===== src/rtl/uart_rx_frame.sv =====
// UART receive frame engine: deserializes 8N1/8O1/8E1 frames, checks parity and stop bit.
// Latency: data_valid 1 clock after the stop-bit centre tick (~9.5/10.5 bit times + 2 sync clocks).
// No backpressure: data_valid is a single-clock strobe that must be consumed when it fires.
//
// Ports:
//   clock, reset      - system clock, asynchronous active-high reset
//   rx_in             - raw serial line (idle high), synchronized internally
//   baud_tick         - one-clock pulse at OVERSAMPLE x baud rate
//   parity_type       - 00/11 none, 01 odd, 10 even (latched at start of frame)
//   data_out          - last received byte, held until the next data_valid
//   data_valid        - one-clock pulse per completed frame
//   parity_error      - parity mismatch, qualified by data_valid
//   stop_error        - framing error (stop bit low), qualified by data_valid
//   rx_busy           - high from start detection through the stop bit
module uart_rx_frame #(
   parameter int OVERSAMPLE = 16,
   parameter int DATA_BITS  = 8
) (
   input  logic                 clock,
   input  logic                 reset,
   input  logic                 rx_in,
   input  logic                 baud_tick,
   input  logic [1:0]           parity_type,
   output logic [DATA_BITS-1:0] data_out,
   output logic                 data_valid,
   output logic                 parity_error,
   output logic                 stop_error,
   output logic                 rx_busy
);

   localparam int TW = $clog2(OVERSAMPLE);

   typedef enum logic [2:0] {
      S_IDLE,
      S_START,
      S_DATA,
      S_PARITY,
      S_STOP,
      S_BREAK
   } state_t;

   state_t               state;
   state_t               state_nxt;
   logic                 rx_m;
   logic                 rx_s;
   logic [TW-1:0]        tick_cnt;
   logic [2:0]           bit_cnt;
   logic [DATA_BITS-1:0] shreg;
   logic [1:0]           par_q;
   logic                 perr;
   logic                 half_tick;
   logic                 centre_tick;
   logic                 par_en;
   logic                 start_ok;
   logic                 shift_en;
   logic                 par_sample;
   logic                 stop_sample;

   // Two-flop synchronizer; resets to the idle line level so reset never looks like a start bit.
   always_ff @(posedge clock or posedge reset) begin
      if (reset) begin
         rx_m <= 1'b1;
         rx_s <= 1'b1;
      end else begin
         rx_m <= rx_in;
         rx_s <= rx_m;
      end
   end

   assign half_tick   = baud_tick && (tick_cnt == TW'(OVERSAMPLE / 2 - 1));
   assign centre_tick = baud_tick && (tick_cnt == TW'(OVERSAMPLE - 1));
   assign par_en      = (par_q == 2'b01) || (par_q == 2'b10);

   // State register
   always_ff @(posedge clock or posedge reset) begin
      if (reset) begin
         state <= S_IDLE;
      end else begin
         state <= state_nxt;
      end
   end

   // Next-state logic
   always_comb begin
      state_nxt = state;
      case (state)
         S_IDLE:   if (!rx_s) state_nxt = S_START;
         S_START:  if (half_tick) state_nxt = rx_s ? S_IDLE : S_DATA;
         S_DATA:   if (centre_tick && (bit_cnt == 3'(DATA_BITS - 1)))
                      state_nxt = par_en ? S_PARITY : S_STOP;
         S_PARITY: if (centre_tick) state_nxt = S_STOP;
         // Leaving at the stop-bit centre lets a following start bit be caught with no idle gap.
         S_STOP:   if (centre_tick) state_nxt = rx_s ? S_IDLE : S_BREAK;
         S_BREAK:  if (rx_s) state_nxt = S_IDLE;
         default:  state_nxt = S_IDLE;
      endcase
   end

   // Output / strobe decode
   always_comb begin
      rx_busy     = 1'b0;
      start_ok    = 1'b0;
      shift_en    = 1'b0;
      par_sample  = 1'b0;
      stop_sample = 1'b0;
      case (state)
         S_START: begin
            rx_busy  = 1'b1;
            start_ok = half_tick && !rx_s;
         end
         S_DATA: begin
            rx_busy  = 1'b1;
            shift_en = centre_tick;
         end
         S_PARITY: begin
            rx_busy    = 1'b1;
            par_sample = centre_tick;
         end
         S_STOP: begin
            rx_busy     = 1'b1;
            stop_sample = centre_tick;
         end
         default: ;
      endcase
   end

   // Bit timing, shift register and parity tracking
   always_ff @(posedge clock or posedge reset) begin
      if (reset) begin
         tick_cnt <= '0;
         bit_cnt  <= '0;
         shreg    <= '0;
         par_q    <= 2'b00;
         perr     <= 1'b0;
      end else begin
         case (state)
            S_IDLE: tick_cnt <= '0;
            // Restart the count at the start-bit centre so later samples land on bit centres.
            S_START: if (baud_tick) tick_cnt <= half_tick ? '0 : tick_cnt + 1'b1;
            S_DATA, S_PARITY, S_STOP:
               if (baud_tick) tick_cnt <= centre_tick ? '0 : tick_cnt + 1'b1;
            default: ;
         endcase

         if (start_ok) begin
            par_q   <= parity_type;
            bit_cnt <= '0;
            perr    <= 1'b0;
         end

         if (shift_en) begin
            shreg   <= {rx_s, shreg[DATA_BITS-1:1]};
            bit_cnt <= bit_cnt + 1'b1;
         end

         if (par_sample) begin
            if (par_q == 2'b01) perr <= ((^shreg) ^ rx_s) != 1'b1;
            else                perr <= ((^shreg) ^ rx_s) != 1'b0;
         end
      end
   end

   // Registered frame result; flags are forced low outside the valid strobe.
   always_ff @(posedge clock or posedge reset) begin
      if (reset) begin
         data_out     <= '0;
         data_valid   <= 1'b0;
         parity_error <= 1'b0;
         stop_error   <= 1'b0;
      end else begin
         data_valid   <= stop_sample;
         parity_error <= stop_sample & perr;
         stop_error   <= stop_sample & ~rx_s;
         if (stop_sample) data_out <= shreg;
      end
   end

endmodule


===== config.mk =====
export PLATFORM = sky130hd
export DESIGN_NAME = uart_rx_frame
export DESIGN_NICKNAME = d
export VERILOG_FILES = /design/src/rtl/uart_rx_frame.sv
export SDC_FILE = /design/constraint.sdc
export NUM_CORES = 1
export LEC_CHECK = 0
export BUFFER_PORTS_ARGS = -buffer_cell sky130_fd_sc_hd__buf_2
export CELL_PAD_IN_SITES_DETAIL_PLACEMENT = 1
export CELL_PAD_IN_SITES_GLOBAL_PLACEMENT = 1
export CORE_UTILIZATION = 46
export CTS_BUF_LIST = sky130_fd_sc_hd__clkbuf_16
export DETAILED_ROUTE_END_ITERATION = 10
export PLACE_DENSITY = 0.77
export SYNTH_ARGS = -nofsm -noshare
export SYNTH_HDL_FRONTEND = slang
export SYNTH_SLANG_ARGS = --single-unit

===== constraint.sdc =====
create_clock -name clock -period 2.5 [get_ports clock]
set_input_delay 0.375 -clock clock [delete_from_list [all_inputs] [get_ports clock]]
set_output_delay 0.375 -clock clock [all_outputs]
set_load 0.05 [all_outputs]

=== Word level (Yosys, flattened, before mapping) ===
Cells that the tools add are included.

* Bits of input ports: 6
* ROM bits: 0
* Bits in writable memories: 0
* Register bits: 34
* Output and inout bits: 12
* Memories: 0
* Bits in latches: 0
* Logic and storage cells: 77

* $lt $le $gt $ge: 0
* Multipliers: 0
* Divide/modulo/power cells: 0
* Bitwise operators: 5
* Reductions and logical operators: 15
* Eq/ne operators: 18
* Muxes and demuxes: 25
* Add/subtract/negate cells: 2
* Shift operators: 0

{| class="wikitable"
|+ Operator list
! operator !! count
|-
| $mux W3 || 10
|-
| $pmux W3 S6 || 1
|-
| $mux W4 || 4
|-
| $ne A2 B2 Y1 const B || 8
|-
| $pmux W4 S3 || 1
|-
| $eq A3 B3 Y1 const B || 3
|-
| $mux W1 || 8
|-
| $reduce_xor A8 Y1 || 1
|-
| $eq A3 B2 Y1 const B || 2
|-
| $reduce_and A6 Y1 || 1
|-
| $add A4 B1 Y4 const B || 1
|-
| $eq A4 B3 Y1 const B || 1
|-
| $eq A4 B4 Y1 const B || 1
|-
| $logic_and A1 B1 Y1 || 4
|-
| $reduce_bool A2 Y1 || 2
|-
| $reduce_or A4 Y1 || 1
|-
| $add A3 B1 Y3 const B || 1
|-
| $eq A3 B1 Y1 const B || 1
|-
| $logic_not A3 Y1 || 1
|-
| $reduce_and A3 Y1 || 1
|-
| $reduce_bool A3 Y1 || 1
|-
| $reduce_or A3 Y1 || 1
|-
| $and A1 B1 Y1 || 2
|-
| $eq A2 B1 Y1 const B || 1
|-
| 6 further kinds || 7
|}

=== Depth between registers and ports, before layout ===
Gate-level depths: netlist of the first run.

* Depth after elaboration: 6
* Mapped depth: 7
* Depth with buffers taken out: 7

=== Worst setup path before layout of the first run ===
No wires, ideal clock.

* Path kind: reg-to-reg
* From: register state[2]
* To: register tick_cnt[3]
* Arrival: 1978 ps
* Cell stages (with the launch flop): 6
* Buffers on the path: 1
* Period minus slack after synthesis: 2061 ps
* Library setup time: 83 ps
* Slack: 439 ps
* Data required time: 2417 ps
* Path through: dfrtp_1 -> buf_6 -> xnor2_1 -> nand2_1 -> o31a_2 -> o21ai_0

* Cells in the longest elaborated chain, start to end: 4
* Elaborated cells between the ends (all ways): 11
* Those cells by class: eq/ne (6); mux (1); reduce/logical (4)

{| class="wikitable"
|+ Ends and longest elaborated chain
! item !! line !! text
|-
| start: declaration || 42 || <nowiki>state_t state;</nowiki>
|-
| start signal: assignment || 79 || <nowiki>state <= state_nxt;</nowiki>
|-
| $eq A3 B3 Y1 or $eq A3 B2 Y1 (tied branches) || 136 || <nowiki>case (state)</nowiki>
|-
| $reduce_or A3 Y1 || 136 ||
|-
| $ne A2 B2 Y1 (no line) or $reduce_bool A3 Y1 (tied branches) || - ||
|-
| $reduce_and A3 Y1 (no line) || - ||
|-
| end signal: assignment || 139 || <nowiki>S_START: if (baud_tick) tick_cnt <= half_tick ? '0 : tick_cnt + 1'b1;</nowiki>
|-
| end signal: assignment || 141 || <nowiki>if (baud_tick) tick_cnt <= centre_tick ? '0 : tick_cnt + 1'b1;</nowiki>
|-
| end: declaration || 46 || <nowiki>logic [TW-1:0] tick_cnt;</nowiki>
|}

Parallel ways exist; a longest one is shown, timed or not.
A chain may end at the register's enable or synchronous reset.

=== Final worst setup path of the first run ===
* From: register state[2]
* To: register state[2]

* Cells in the longest elaborated chain, start to end: 3
* Elaborated cells between the ends (all ways): 14
* Those cells by class: eq/ne (11); mux (1); reduce/logical (2)

{| class="wikitable"
|+ Ends and longest elaborated chain
! item !! line !! text
|-
| $eq A3 B2 Y1 (tied with other cells) || 86 || <nowiki>case (state)</nowiki>
|-
| $ne A2 B2 Y1 (no line) || - ||
|-
| $reduce_and A6 Y1 (no line) || - ||
|}

Parallel ways exist; a longest one is shown, timed or not.

==> run metrics, run 1 <==
later-pin clock latency in the skew report=about 270 ps; die footprint=3920 um^2; area added between synthesis and finish=14.4%; Post-Syn Area=between 1500 and 2000 um^2; PortBufs=17; worst min path class=primary input to asynchronous set/reset pin; Worst Path Required=2680 ps; Die X=62.6 um; clk sink count=34; Slew Viols, Final=0; drt total wl=around 3300 um; P_sw=0.000420 W; number of synthesized flops with an enable pin=0; clock power share=a little over two fifths; Post-Synthesis Cells=roughly 140; Clk pin slew, worst setup/hold paths=approximately 50 ps; synth unique cells=38; Post-CTS Setup Bufs=0; Via density=roughly 5.4; Area contributors post-synth=dfrtp_1, mux2_2, xnor2_1; fin area=1930 um^2; CTS Root Cell=clkbuf_16; pwr dens=approximately 810 nW/um^2; TNS Setup=0 ps; leak pwr=about 0.94 nW; top-count cell post-synth=dfrtp_1; total grt overflow=0; switch share=26.9%; H-tree depth=2; status=completed; DP Worst Slack=561 ps; I/O pins=18; Initial Utilization=between 40% and 50%; Final Hold Viols=0; area of the multi-input gates=between 700 and 800 um^2; crit path capture type=flip-flop; initial antenna violation count=0; fillers=377; DRT iter0 DRCs=50; Die Span Y=approximately 63 um; share of cells above drive strength 1=around a third; worst-margin pin slew=a little under 600 ps; Post-synth top cells=dfrtp_1, mux2_2, nand2_1; sequential share of power=between 40% and 50%; routability cong.=roughly 0.77; worst-case clock buffer depth=2; DRC viols=0; hpwl dp=approximately 2300 um; RSZ-0062 raised after global routing=false; P_int=0.00114 W; setup slack after layout=roughly 570 ps; critical path arrival=roughly 2100 ps; largest net degree at the start of global routing=35; register area=between 800 and 900 um^2; nets=172; Post-Syn Nets=154; row count=21; Min Hold Slack=180 ps; #FFs+latches synth=34; FFs w/ async S/R, synth=between 90% and 100%; WL per Instance=~16 um; Synth warnings=0; placed cells=201; Max-cap violations=0; VDD IR max=~0.52 mV; Setup CP Type=flip-flop to flip-flop; Slew headroom=60.9%; Max Clk Rate=about 520 MHz; cell accounting for the most synthesized area=dfrtp_1; ANT nets after route=0; placed cell area=1770 um^2; # diodes=0; DR vias=about 1,100; CTS Buf Count=5; Crit Path Max Fanout=18; top cell type's share of synthesized area=a little under half; wire length of the first global-routing pass=between 5000 and 6000 um; Seq/Total Area, Yosys=50.5%; gr usage total=between 10% and 20%; final number of setup-violating endpoints=0; most used flip-flop cell after synthesis=dfrtp_1; Worst Setup Start Kind=flip-flop; CTS tree=built; vias in the first global route=approximately 1,200; # hold bufs at CTS=0; crit share post-route=between 70% and 80%; fin crit period=~1900 ps; 1st-pass router iterations=3; clk_skew=4.25 ps; combinational power share=between 15 and 20%; non-filler instance count after layout=approximately 210; Gates resized, CTS repair=0; Mapped Avg Cell Area=11.7 um^2; core area=between 3000 and 4000 um^2
## worst max-delay path, cell delays in order, from the launching register on
cell and delay [ps]:
dfrtp_1 590, or3_4 470, a21oi_4 190, a21oi_1 90
o211a_1 260, o31ai_2 230
## power groups by stage
stage          Combinational, W  Sequential [W]  Clock, W
4_1_cts                0.000247        0.000639  0.000699
3_5_place_dp           0.000247        0.000650         0
2_1_floorplan          0.000235        0.000612         0
6_report               0.000241        0.000641  0.000679
5_1_grt                0.000272        0.000648  0.000722
3_3_place_gp           0.000231        0.000646         0
## routing by layer
layer	track usage [%]	share of wire (%)
met2	34.9	54
met1	21.7	41
met3	6.02	2.7
met5	0	0
met4	7.85	1.7
## cells in the final DEF (no fill, tap or decap), drive strengths merged, types with 3 or more instances in the layout
cell / netlist / final
a21oi: 5 / 5
buf: 6 / 19
clkbuf: 2 / 5
dfrtp: 32 / 32
ha: 4 / 4
inv: 5 / 5
mux2: 18 / 18
nand2: 13 / 13
nand3: 3 / 3
nor2: 5 / 5
nor3: 4 / 4
o21ai: 10 / 10
o31ai: 3 / 3
xnor2: 10 / 10
## cells by family (layout without fill, tap and decap cells)
family | Yosys count | count (layout) | share of synthesized area (%)
and+or+nand+nor | 37 | 37 | 11.8
DFF | 34 | 34 | 50.5
AOI/OAI and AO/OA | 25 | 25 | 9.99
muxes | 20 | 20 | 13.2
buffers and inverters | 13 | 32 | 5.77
xor gates and xnor gates | 10 | 10 | 5.18
adders and majority gates | 5 | 5 | 3.55
## registers in the layout (all words and copies together) (netlist names)
name,count
tick_cnt,4
bit_cnt,3
rx_s,1
perr,1
state,3
shreg,8
data_out,8
parity_error,1
rx_m,1
par_q,2
data_valid,1
stop_error,1
## metrics by stage
step	util [%]	total power, W
6_report	56.6	0.00156
5_1_grt	56.6	0.00164
4_1_cts	56.6	0.00159
3_5_place_dp	51.8	0.000897
3_3_place_gp	51.8	0.000876
2_1_floorplan	-	0.000847
## cell type report
type                    count  share of cell area, %
multi-input cells          97                   38.2
well taps                  46                   2.98
clock inverters             3                   2.07
inverters                   5                  0.970
repair buffers             19                   5.17
clock buffers               5                   6.47
flip-flops and latches     34                   44.1
## worst paths after layout
kind | to | cells past startpoint | startpoint | slack, ps
worst min register to register | rx_s | 0 | rx_m | 360
max in group asynchronous | rx_m | 3 | reset | 1990
worst max register to register | state[2] | 5 | state[2] | 570
min in group clock | rx_m | 1 | rx_in | 190
worst min-delay path | parity_error | 3 | reset | 180
worst max-delay path | state[2] | 5 | state[2] | 570
Note: power is estimated with default switching activity, not from simulation.
==> inputs of run 2 (changes only) <==
clock period = 1.9 ns   (was 2.5 ns; I/O delays follow)
==> run 2 against run 1 <==
Against the previous run:
- largest power group is now registers
- core utilization rose by 0.77 points
- first-iteration DRC count down 40%
- clock power up 13%
- sequential cell count stayed put
- total power up 26%
- worst hold slack worse by 76 ps
- routed wire length increased by 4.2%
- critical path depth fell by 2
- clock-buffer cell count unchanged
- sequential power increased by 28%
- design area rose by 1.4%
- critical endpoint is now rx_busy
- non-clock buffer count up 5
==> run metrics, run 2 (synthesis gave the netlist of run 1 again) <==
final number of setup-violating endpoints=0; Slew Viols, Final=0; Initial Utilization=between 40% and 50%; wire length of the first global-routing pass=between 6000 and 7000 um; share of cells above drive strength 1=between 30% and 40%; sequential share of power=approximately two fifths; Setup CP Type=flip-flop to primary output; Min Hold Slack=roughly 100 ps; Die Span Y=approximately 63 um; VDD IR max=0.429 mV; combinational power share=between 10% and 20%; CTS tree=built; Slew headroom=71.1%; commonest non-fill, non-tap cell in the layout=dfrtp_1; Clk pin slew, worst setup/hold paths=approximately 50 ps; worst-case clock buffer depth=2; Worst Path Required=~1600 ps; ANT nets after route=0; fin crit period=about 1800 ps; DR vias=roughly 1,200; die footprint=between 3000 and 4000 um^2; P_int=around 0.0014 W; initial antenna violation count=0; hpwl dp=between 2000 and 2500 um; status=completed; r2r startpoint=tick_cnt[0]; area added between synthesis and finish=16.0%; DRT iter0 DRCs=30; Max-cap violations=0; nets=177; DRC viols=0; critical path arrival=about 1500 ps; Largest regs=data_out x8, shreg x8, tick_cnt x4; WL per Instance=~16 um; Worst Setup Start Kind=flip-flop; drt total wl=about 3400 um; Via density=approximately 5.4; routability cong.=approximately 0.76; core area=roughly 3400 um^2; cell-by-cell trace of the critical path=nor2_1 > xnor2_2 > buf_2; switch share=between 20% and 30%; H-tree depth=2; I/O pins=18; CP peak stage delay=around 440 ps; clock power share=39.0%; most frequent cells in the layout=dfrtp_1, mux2_2, buf_2; Crit Path Max Fanout=7; worst min path class=primary input to asynchronous set/reset pin; Die X=62.6 um; P_sw=0.000573 W; crit share post-route=~96%; clk_skew=around 4.1 ps; RSZ-0062 raised after global routing=false; row count=21; total grt overflow=0; crit path capture type=primary output; CTS Root Cell=clkbuf_16; worst-margin pin slew=434 ps; pwr dens=approximately 1000 nW/um^2; 1st-pass router iterations=2; clk sink count=34; gr usage total=between 20% and 30%; later-pin clock latency in the skew report=270 ps; # diodes=0; cell count of the worst reg-to-reg path=6; flop-to-flop setup slack=approximately 100 ps; Final Hold Viols=0; Max Clk Rate=roughly 550 MHz; PortBufs=17; CTS Buf Count=5; largest net degree at the start of global routing=35; leak pwr=0.959 nW; vias in the first global route=1,328; Reg-to-Reg End=shreg[5]; slowest stage cell, crit path=dfrtp_1; TNS Setup=0 ps
## run 2: repair_timing
action	CTS	global route
hold buffers	0	0
endpoints found under the setup margin	0	8
gates resized for setup	0	1
buffers inserted	0	0
## run 2: power by group through the flow
stage,sequential (W),combinational [W],clock [W]
6_report,0.000820,0.000379,0.000767
3_5_place_dp,0.000831,0.000377,0
2_1_floorplan,0.000805,0.000320,0
3_3_place_gp,0.000826,0.000360,0
4_1_cts,0.000820,0.000381,0.000787
5_1_grt,0.000828,0.000423,0.000819
## run 2: area by class of cell
cell class,instances,area (um^2)
well taps,46,57.6
inverters,5,18.8
clock buffers,5,125
clock inverters,3,17.5
multi-input cells,97,747
flip-flops and latches,34,853
fillers,359,1460
repair buffers,24,141
## run 2: worst max-delay path by stage
stage               end  cells after the start   startpoint
2_1_floorplan  shreg[0]                      6  tick_cnt[0]
3_3_place_gp   shreg[0]                      6  tick_cnt[0]
3_5_place_dp   shreg[7]                      6  tick_cnt[0]
4_1_cts        shreg[5]                      6  tick_cnt[0]
5_1_grt        shreg[7]                      6  tick_cnt[0]
6_report        rx_busy                      3     state[0]
## run 2: worst max-delay path, delay by kind of cell, from the launching register on
| kind | cells | cell delay, ps |
|---|---|---|
| xor+xnor | 1 | 170 |
| buf+inv | 1 | 290 |
| flops | 1 | 440 |
| simple gates | 1 | 370 |
## run 2: per-layer routing
metal	global-route usage (%)	wire (um)	share of wire [%]	up-vias
met4	10.8	99	2.9	0
li1	-	-	-	552
met5	0	0	0	-
met3	4.93	106	3.1	8
met1	21.8	1400	41	585
met2	37.6	1830	53	21
## run 2: stage by stage
step / std cells / util [%] / area (um^2) / setup slack, ps / total power (W)
after floorplan: 144 / - / 1700 / 130 / 0.00113
after global placement: 206 / 53.1 / 1810 / 162 / 0.00119
after detailed placement: 206 / 53.1 / 1810 / 73.6 / 0.00121
after CTS: 214 / 57.3 / 1960 / 53.0 / 0.00199
after global routing: 214 / 57.4 / 1960 / 2.19 / 0.00207
final: 214 / 57.4 / 1960 / 77.5 / 0.00197
